==> config.mk <==
export PLATFORM = sky130hd
export DESIGN_NAME = id_issue_buffer
export DESIGN_NICKNAME = d
export VERILOG_FILES = /design/src/rtl/id_issue_buffer_pkg.sv /design/src/rtl/id_issue_buffer_fwd_mux.sv /design/src/rtl/id_issue_buffer.sv
export SDC_FILE = /design/constraint.sdc
export NUM_CORES = 2
export LEC_CHECK = 0
export BUFFER_PORTS_ARGS = -buffer_cell sky130_fd_sc_hd__buf_4
export CAP_MARGIN = 10
export CELL_PAD_IN_SITES_DETAIL_PLACEMENT = 1
export CELL_PAD_IN_SITES_GLOBAL_PLACEMENT = 1
export CORE_AREA = 2 2 344 346
export CTS_BUF_LIST = sky130_fd_sc_hd__clkbuf_4
export DETAILED_ROUTE_END_ITERATION = 8
export DIE_AREA = 0 0 346 348
export GPL_TIMING_DRIVEN = 0
export PLACE_DENSITY_LB_ADDON = 0.1
export SLEW_MARGIN = 10
export SYNTH_ARGS = -nofsm -noshare
export SYNTH_HDL_FRONTEND = slang
export SYNTH_HIERARCHICAL = 1
export SYNTH_SLANG_ARGS = --single-unit
==> constraint.sdc <==
create_clock -name clock -period 2.8 [get_ports clock]
set_input_delay 0.14 -clock clock [delete_from_list [all_inputs] [get_ports clock]]
set_output_delay 0.14 -clock clock [all_outputs]
set_load 0.03 [all_outputs]
==> src/rtl/id_issue_buffer_pkg.sv <==
// Shared types and constants for the decode/issue buffer.
// Provides the skid FSM state encoding and register-number helpers.
package id_issue_buffer_pkg;

    typedef enum logic [1:0] {
        EMPTY = 2'd0,
        ONE   = 2'd1,
        TWO   = 2'd2
    } id_skid_state_t;

    localparam logic [4:0] REG_ZERO = 5'd0;
    localparam int         NREGS    = 32;

    // A source register can match a producer only when it is not r0.
    function automatic logic reg_hit(input logic [4:0] src, input logic [4:0] dst);
        return (src != REG_ZERO) && (src == dst);
    endfunction

endpackage

==> src/rtl/id_issue_buffer_fwd_mux.sv <==
// id_fwd_mux: combinational priority operand select for one source.
// Ports: src_i (register number), rf_data_i (regfile read),
//   fwd_valid_i/fwd_regnum_i/fwd_data_i (flat forwarding sources,
//   index 0 youngest/highest priority), data_o (resolved operand).
module id_fwd_mux
    import id_issue_buffer_pkg::*;
#(
    parameter int XLEN = 64,
    parameter int NFWD = 2
) (
    input  logic [4:0]           src_i,
    input  logic [XLEN-1:0]      rf_data_i,
    input  logic [NFWD-1:0]      fwd_valid_i,
    input  logic [NFWD*5-1:0]    fwd_regnum_i,
    input  logic [NFWD*XLEN-1:0] fwd_data_i,
    output logic [XLEN-1:0]      data_o
);

    always_comb begin
        data_o = rf_data_i;
        // Walk oldest to youngest so the lowest index overrides last.
        for (int i = NFWD - 1; i >= 0; i--) begin
            if (fwd_valid_i[i] && reg_hit(src_i, fwd_regnum_i[i*5 +: 5])) begin
                data_o = fwd_data_i[i*XLEN +: XLEN];
            end
        end
        if (src_i == REG_ZERO) begin
            data_o = '0;
        end
    end

endmodule

==> src/rtl/id_issue_buffer.sv <==
// id_issue_buffer: decode/issue stage register with a 2-entry elastic
// skid buffer, N-way operand forwarding, a load-use scoreboard and flush.
// Ports: clock/reset (sync, active-high), flush; decoder side in_* with
//   in_valid/in_ready; rf_a/rf_b regfile data; fwd_* forwarding sources;
//   ld_done_* load writeback; EX side out_* with out_valid/out_ready;
//   hazard_stall flags a load-use block on acceptance.
// Build option: define ID_SCOREBOARD_EN to include the internal load-use
//   scoreboard; without it hazard_stall is tied low.
module id_issue_buffer
    import id_issue_buffer_pkg::*;
#(
    parameter int XLEN   = 64,
    parameter int NFWD   = 2,
    parameter int CTRL_W = 128
) (
    input  logic                 clock,
    input  logic                 reset,
    input  logic                 flush,
    input  logic                 in_valid,
    output logic                 in_ready,
    input  logic [XLEN-1:0]      in_pc,
    input  logic [31:0]          in_inst,
    input  logic [CTRL_W-1:0]    in_ctrl,
    input  logic [4:0]           in_rs,
    input  logic [4:0]           in_rt,
    input  logic                 in_rs_used,
    input  logic                 in_rt_used,
    input  logic [4:0]           in_wreg,
    input  logic                 in_wen,
    input  logic                 in_is_load,
    input  logic [XLEN-1:0]      rf_a,
    input  logic [XLEN-1:0]      rf_b,
    input  logic [NFWD-1:0]      fwd_valid,
    input  logic [NFWD*5-1:0]    fwd_regnum,
    input  logic [NFWD*XLEN-1:0] fwd_data,
    input  logic                 ld_done_valid,
    input  logic [4:0]           ld_done_regnum,
    output logic                 out_valid,
    input  logic                 out_ready,
    output logic [XLEN-1:0]      out_pc,
    output logic [31:0]          out_inst,
    output logic [CTRL_W-1:0]    out_ctrl,
    output logic [XLEN-1:0]      out_a,
    output logic [XLEN-1:0]      out_b,
    output logic [4:0]           out_wreg,
    output logic                 out_wen,
    output logic                 out_is_load,
    output logic                 hazard_stall
);

    // Flat entry layout: pc, inst, ctrl, a, b, wreg, wen, is_load.
    localparam int ENT_W = XLEN + 32 + CTRL_W + XLEN + XLEN + 5 + 1 + 1;

    id_skid_state_t   state_q;
    logic             out_valid_q;
    logic [ENT_W-1:0] out_q;
    logic [ENT_W-1:0] skid_q;
    logic [ENT_W-1:0] in_ent_d;

    logic [XLEN-1:0] opa;
    logic [XLEN-1:0] opb;
    logic            hazard;
    logic            skid_valid;
    logic            accept;
    logic            issue;

    id_fwd_mux #(
        .XLEN (XLEN),
        .NFWD (NFWD)
    ) u_fwd_a (
        .src_i        (in_rs),
        .rf_data_i    (rf_a),
        .fwd_valid_i  (fwd_valid),
        .fwd_regnum_i (fwd_regnum),
        .fwd_data_i   (fwd_data),
        .data_o       (opa)
    );

    id_fwd_mux #(
        .XLEN (XLEN),
        .NFWD (NFWD)
    ) u_fwd_b (
        .src_i        (in_rt),
        .rf_data_i    (rf_b),
        .fwd_valid_i  (fwd_valid),
        .fwd_regnum_i (fwd_regnum),
        .fwd_data_i   (fwd_data),
        .data_o       (opb)
    );

    assign in_ent_d = {in_pc, in_inst, in_ctrl, opa, opb,
                       in_wreg, in_wen, in_is_load};

    assign {out_pc, out_inst, out_ctrl, out_a, out_b,
            out_wreg, out_wen, out_is_load} = out_q;

    assign skid_valid   = (state_q == TWO);
    assign in_ready     = !skid_valid && !hazard && !reset;
    assign accept       = in_valid && in_ready;
    assign out_valid    = out_valid_q;
    assign issue        = out_valid_q && out_ready;
    assign hazard_stall = hazard && !reset;

`ifdef ID_SCOREBOARD_EN
    logic [31:1] pend_q;
    logic [31:0] pend_d;
    logic [31:0] pend;
    logic        rs_bypass;
    logic        rt_bypass;

    assign pend = {pend_q, 1'b0};

    // Clear first, then set, so an issuing load wins a same-register race.
    always_comb begin
        pend_d = pend;
        if (ld_done_valid) begin
            pend_d[ld_done_regnum] = 1'b0;
        end
        if (issue && out_is_load && out_wen && (out_wreg != REG_ZERO)) begin
            pend_d[out_wreg] = 1'b1;
        end
        pend_d[0] = 1'b0;
    end

    // Flush leaves pend_q alone: issued loads are older than the flush.
    always_ff @(posedge clock) begin
        if (reset) begin
            pend_q <= '0;
        end else begin
            pend_q <= pend_d[31:1];
        end
    end

    // A completing load is already on a forwarding port this cycle.
    assign rs_bypass = ld_done_valid && (ld_done_regnum == in_rs);
    assign rt_bypass = ld_done_valid && (ld_done_regnum == in_rt);

    assign hazard = (in_rs_used && pend[in_rs] && !rs_bypass) ||
                    (in_rt_used && pend[in_rt] && !rt_bypass);
`else
    logic unused_sb;

    assign hazard    = 1'b0;
    assign unused_sb = ^{in_rs_used, in_rt_used,
                         ld_done_valid, ld_done_regnum};
`endif

    always_ff @(posedge clock) begin
        if (reset) begin
            state_q     <= EMPTY;
            out_valid_q <= 1'b0;
            out_q       <= '0;
            skid_q      <= '0;
        end else if (flush) begin
            // Any accept in this cycle is dropped with the held entries.
            state_q     <= EMPTY;
            out_valid_q <= 1'b0;
        end else begin
            unique case (state_q)
                EMPTY: begin
                    if (accept) begin
                        out_q       <= in_ent_d;
                        out_valid_q <= 1'b1;
                        state_q     <= ONE;
                    end
                end
                ONE: begin
                    if (accept && issue) begin
                        out_q <= in_ent_d;
                    end else if (accept) begin
                        skid_q  <= in_ent_d;
                        state_q <= TWO;
                    end else if (issue) begin
                        out_valid_q <= 1'b0;
                        state_q     <= EMPTY;
                    end
                end
                TWO: begin
                    if (issue) begin
                        out_q   <= skid_q;
                        state_q <= ONE;
                    end
                end
                default: begin
                    state_q     <= EMPTY;
                    out_valid_q <= 1'b0;
                end
            endcase
        end
    end

endmodule

==> results.py <==
metrics = {
    "power_and_ir_drop": {
        "powerDensity_nw_per_um2": 486.0,
        "switching_share": 0.3026,
        "p_sw_uw": 7706,
        "seq_power_share": 0.424,
        "internal-power_uw": 17760,
        "clkPwrFrac": 0.374,
        "cellLeakagePower_uw": 0.02240,
        "p_comb_frac": 0.201,
        "peakVddDrop_v": 0.0003488,
    },
    "worst_setup_path": {
        "cp.required_ps": 3780,
        "r2r_setup_slack_ps": 120,
        "crit_fanout": 10,
        "path_buf_inv": 4,
        "criticalPathCategory": "in2reg",
        "r2r-end": "out_q[129]",
        "timing.critical_path.mode_cell": "dlygate4sd3_1",
        "crit_chain": "buf_4 > or4_4 > o211ai_4 > o21ai_0 > dlygate4sd3_1 > a31oi_1 > dlygate4sd3_1 > nand2_1 > dlygate4sd3_1 > a21oi_1",
        "crit_path_start_kind": "input pin",
        "crit_slowest_cell": "o211ai_4",
        "crit_arrival_ps": 3800,
        "r2r_start": "state_q[1]",
        "critPathTopFamily": "buffers and inverters",
        "endpoint_kind": "flop",
        "cp_slowest_stage_delay_ps": 650,
        "rr_worst_depth": 8,
    },
    "grt": {
        "grt_util_met3": 0.07061,
        "met2_usage": 0.4654,
        "grt_max_degree": 20,
        "use_met1": 0.3179,
        "grt_pass1_wl_mm": 251.4,
        "grt_pass1_vias": 40030,
        "grt_use_total": 0.2730,
        "grt.overflow.total": 0,
        "antenna_found_initial": 39,
        "top_usage_layer": "met2",
    },
    "cts": {
        "clock_sinks": 721,
        "clockRootBuffer": "clkbuf_4",
        "numCtsBuffers": 211,
        "htreeDepth": 4,
        "cts_buffer_depth": 3,
        "cts_tree": "built",
        "insertion_delay_ps": 1130,
        "clk_pin_slew_ps": 80,
    },
    "outcome": {
        "violations": "negative setup slack",
        "outcome": "finished with violations",
    },
    "place": {
        "gp_congestion": 0.8700,
        "numPortBuffers": 874,
        "dp_hpwl_mm": 123.7,
        "placedCellCount": 6292,
        "place_ws_ps": -383.2,
    },
    "sta": {
        "worstMarginPinSlew_ps": 1095,
        "hold_viol": 0,
        "fmax_mhz": 355.8,
        "fin_crit_ps": 2811,
        "post-route-worst-setup-slack_ps": -10.67,
        "drv_slew": 0,
        "period_share": 1.004,
        "maxSlewHeadroom": 0.2699,
        "setup_viol": 1,
        "rsz0062_at_grt": "false",
        "finClkSkew_ps": 97.04,
    },
    "final_layout": {
        "regArea_um2": 14440,
        "fill_cells": 14090,
        "area_growth_syn_to_layout_pct": 61.53,
        "multi_input_area_um2": 16120,
        "final_nets": 6382,
        "drive_above_1_share": 0.2285,
        "fin_cells": 7540,
    },
    "routing": {
        "ant_nets": 0,
        "wirelength_mm": 171.3,
        "route.detailed.drc": 0,
        "first_iter_violations": 1739,
        "dr.pass1.iters": 6,
        "vias": 37940,
        "routed_via_density": 5.032,
        "avgRoutedWirePerCell_um": 22.72,
    },
    "flow_run": {
        "cap_violations": 0,
    },
    "min_path": {
        "min_path_type": "in2reg",
        "hold_depth": 6,
        "hold_path_end": "skid_q[72]",
        "hp-start": "fwd_data[1]",
    },
    "synthesis": {
        "yosysSeqAreaShare": 0.4449,
        "synth_edf_count": 0,
        "yosysWarnings": 6,
        "synthFlopType": "dfxtp_1",
        "synthArstFlopShare": 0,
        "syn_inst": 3880,
        "synth_nets": 4402,
        "netlist_area_um2": 32440,
        "avgSynthCellArea_um2": 8.361,
        "yosysUniqueCellTypes": 33,
        "synth_seq_cells": 721,
    },
    "floorplanning": {
        "die_area_um2": 120400,
        "core-area_um2": 117000,
        "row_count": 126,
        "io-pin-count": 884,
        "die_h_um": 348,
        "start_util": 0.2773,
        "dieWidth_um": 346,
    },
}
## repair_timing
action	CTS	global route
endpoints found under the hold margin	721	0
buffers inserted	2	8
hold buffers	886	0
pin swaps	2	4
setup endpoints to repair	638	26
resized for setup	17	22
## layer usage
layer | routed length (um) | vias to the layer above
met5 | 173 | -
met2 | 81860 | 1188
met1 | 70160 | 18210
met3 | 10840 | 392
li1 | - | 18130
met4 | 8243 | 26
## power groups by stage
| stage | clock [uW] | combinational (uW) | sequential [uW] |
|---|---|---|---|
| after detailed placement | 0 | 4000 | 11000 |
| final | 9530 | 5130 | 10800 |
| after global placement | 0 | 3960 | 11000 |
| after floorplan | 0 | 1430 | 11600 |
| after CTS | 9900 | 5090 | 10800 |
| after global routing | 10400 | 5450 | 10800 |
## cell families (layout without fill, tap and decap cells)
family          after synthesis  after routing  share of synthesized area
compound gates             1114           1114                     0.2160
xor+xnor                     20             20                   0.005399
buf+inv                     431           2525                    0.05858
flops                       721            721                     0.4449
mux                         359            359                     0.1108
other cells                   1             31                  0.0001156
simple gates               1234           1234                     0.1642
## worst max path at each step
stage | cells past startpoint | startpoint | slack (ps) | to
3_5_place_dp | 9 | fwd_regnum[7] | -380 | out_q[42]
4_1_cts | 11 | in_rs[0] | 20 | skid_q[119]
3_3_place_gp | 6 | state_q[1] | -1110 | out_q[127]
2_1_floorplan | 7 | state_q[1] | 840 | out_q[313]
6_report | 10 | in_rt[0] | -10 | skid_q[9]
5_1_grt | 7 | state_q[0] | 3 | out_q[129]
## worst reg2reg max path, cell delays in order, from the launching register on
cell and delay (ps):
dfxtp_1 350, or3b_1 490, a211oi_4 290, buf_8 180, or2_1 120, buf_4 250
buf_4 360, buf_2 320, a211oi_1 120
## cell usage after synthesis (3+ instances only)
cell type	n	share of area
xnor2_1	20	0.0054
inv_1	3	0.00035
buf_2	106	0.016
nand3_1	129	0.020
buf_4	40	0.0093
nand4_1	4	0.00077
nor3_1	360	0.056
mux2i_1	359	0.11
or3b_1	3	0.00081
a211oi_1	359	0.083
a21oi_1	363	0.056
dfxtp_1	721	0.44
o21ai_0	107	0.017
nand2_1	723	0.084
a31oi_1	129	0.025
buf_1	18	0.0021
clkbuf_1	264	0.031
or2_1	3	0.00058
o21ai_1	22	0.0034
o31ai_1	128	0.030
## per-stage QoR
stage / total power [uW] / setup TNS, ps / hold slack, ps / cell area (um2) / util
after floorplan: 12980 / 0 / 216.8 / 32440 / -
after global placement: 14990 / -362840 / 367.4 / 40930 / 0.3499
after detailed placement: 15020 / -156970 / 396.9 / 40970 / 0.3503
after CTS: 25790 / 0 / 1.649 / 52270 / 0.4468
after global routing: 26700 / 0 / 57.69 / 52380 / 0.4478
final: 25470 / -10.67 / 105.9 / 52410 / 0.4480
## layout make-up
type,instances,area share
repair buffers,1772,0.2964
clock buffers,290,0.04154
multi-input cells,2728,0.3077
plain buffers,423,0.03646
clock inverters,37,0.004130
flip-flops and latches,721,0.2755
well taps,1536,0.03667
inverters,3,0.0002149
diodes,30,0.001433
## state kept, by name, summed over array words and instances, names as in the netlist
signal,flops
out_q,359
out_valid,1
skid_q,359
state_q,2
## placed cells by master (no fill, tap or decap), types with 2 or more instances in the layout
| master | Yosys | routed |
|---|---|---|
| inv_1 | 3 | 3 |
| nand2b_1 | 2 | 2 |
| clkinvlp_4 | 0 | 4 |
| nand3_1 | 129 | 129 |
| a21oi_1 | 363 | 363 |
| buf_8 | 0 | 3 |
| nand4_1 | 4 | 4 |
| o211a_1 | 2 | 2 |
| buf_4 | 40 | 925 |
| clkinv_4 | 0 | 2 |
| buf_1 | 18 | 18 |
| clkinv_1 | 0 | 24 |
| clkbuf_1 | 264 | 237 |
| diode_2 | 0 | 30 |
| nand2_1 | 723 | 723 |
| xnor2_1 | 20 | 20 |
| nor3_1 | 360 | 360 |
| o21ai_0 | 107 | 107 |
| or2_1 | 3 | 3 |
| clkbuf_2 | 0 | 22 |
| dfxtp_1 | 721 | 720 |
| o31ai_1 | 128 | 128 |
| and4_1 | 2 | 2 |
| o21ai_1 | 22 | 22 |
| inv_6 | 0 | 2 |
| clkbuf_4 | 0 | 290 |
| a211oi_1 | 359 | 359 |
| buf_2 | 106 | 104 |
| inv_8 | 0 | 2 |
| o211ai_4 | 2 | 2 |
| or3b_1 | 3 | 3 |
| a31oi_1 | 129 | 129 |
| nand3b_1 | 2 | 2 |
| mux2i_1 | 359 | 359 |
| or4_4 | 2 | 2 |
| dlygate4sd3_1 | 0 | 886 |
No activity file was read; power rests on OpenSTA's default activity.
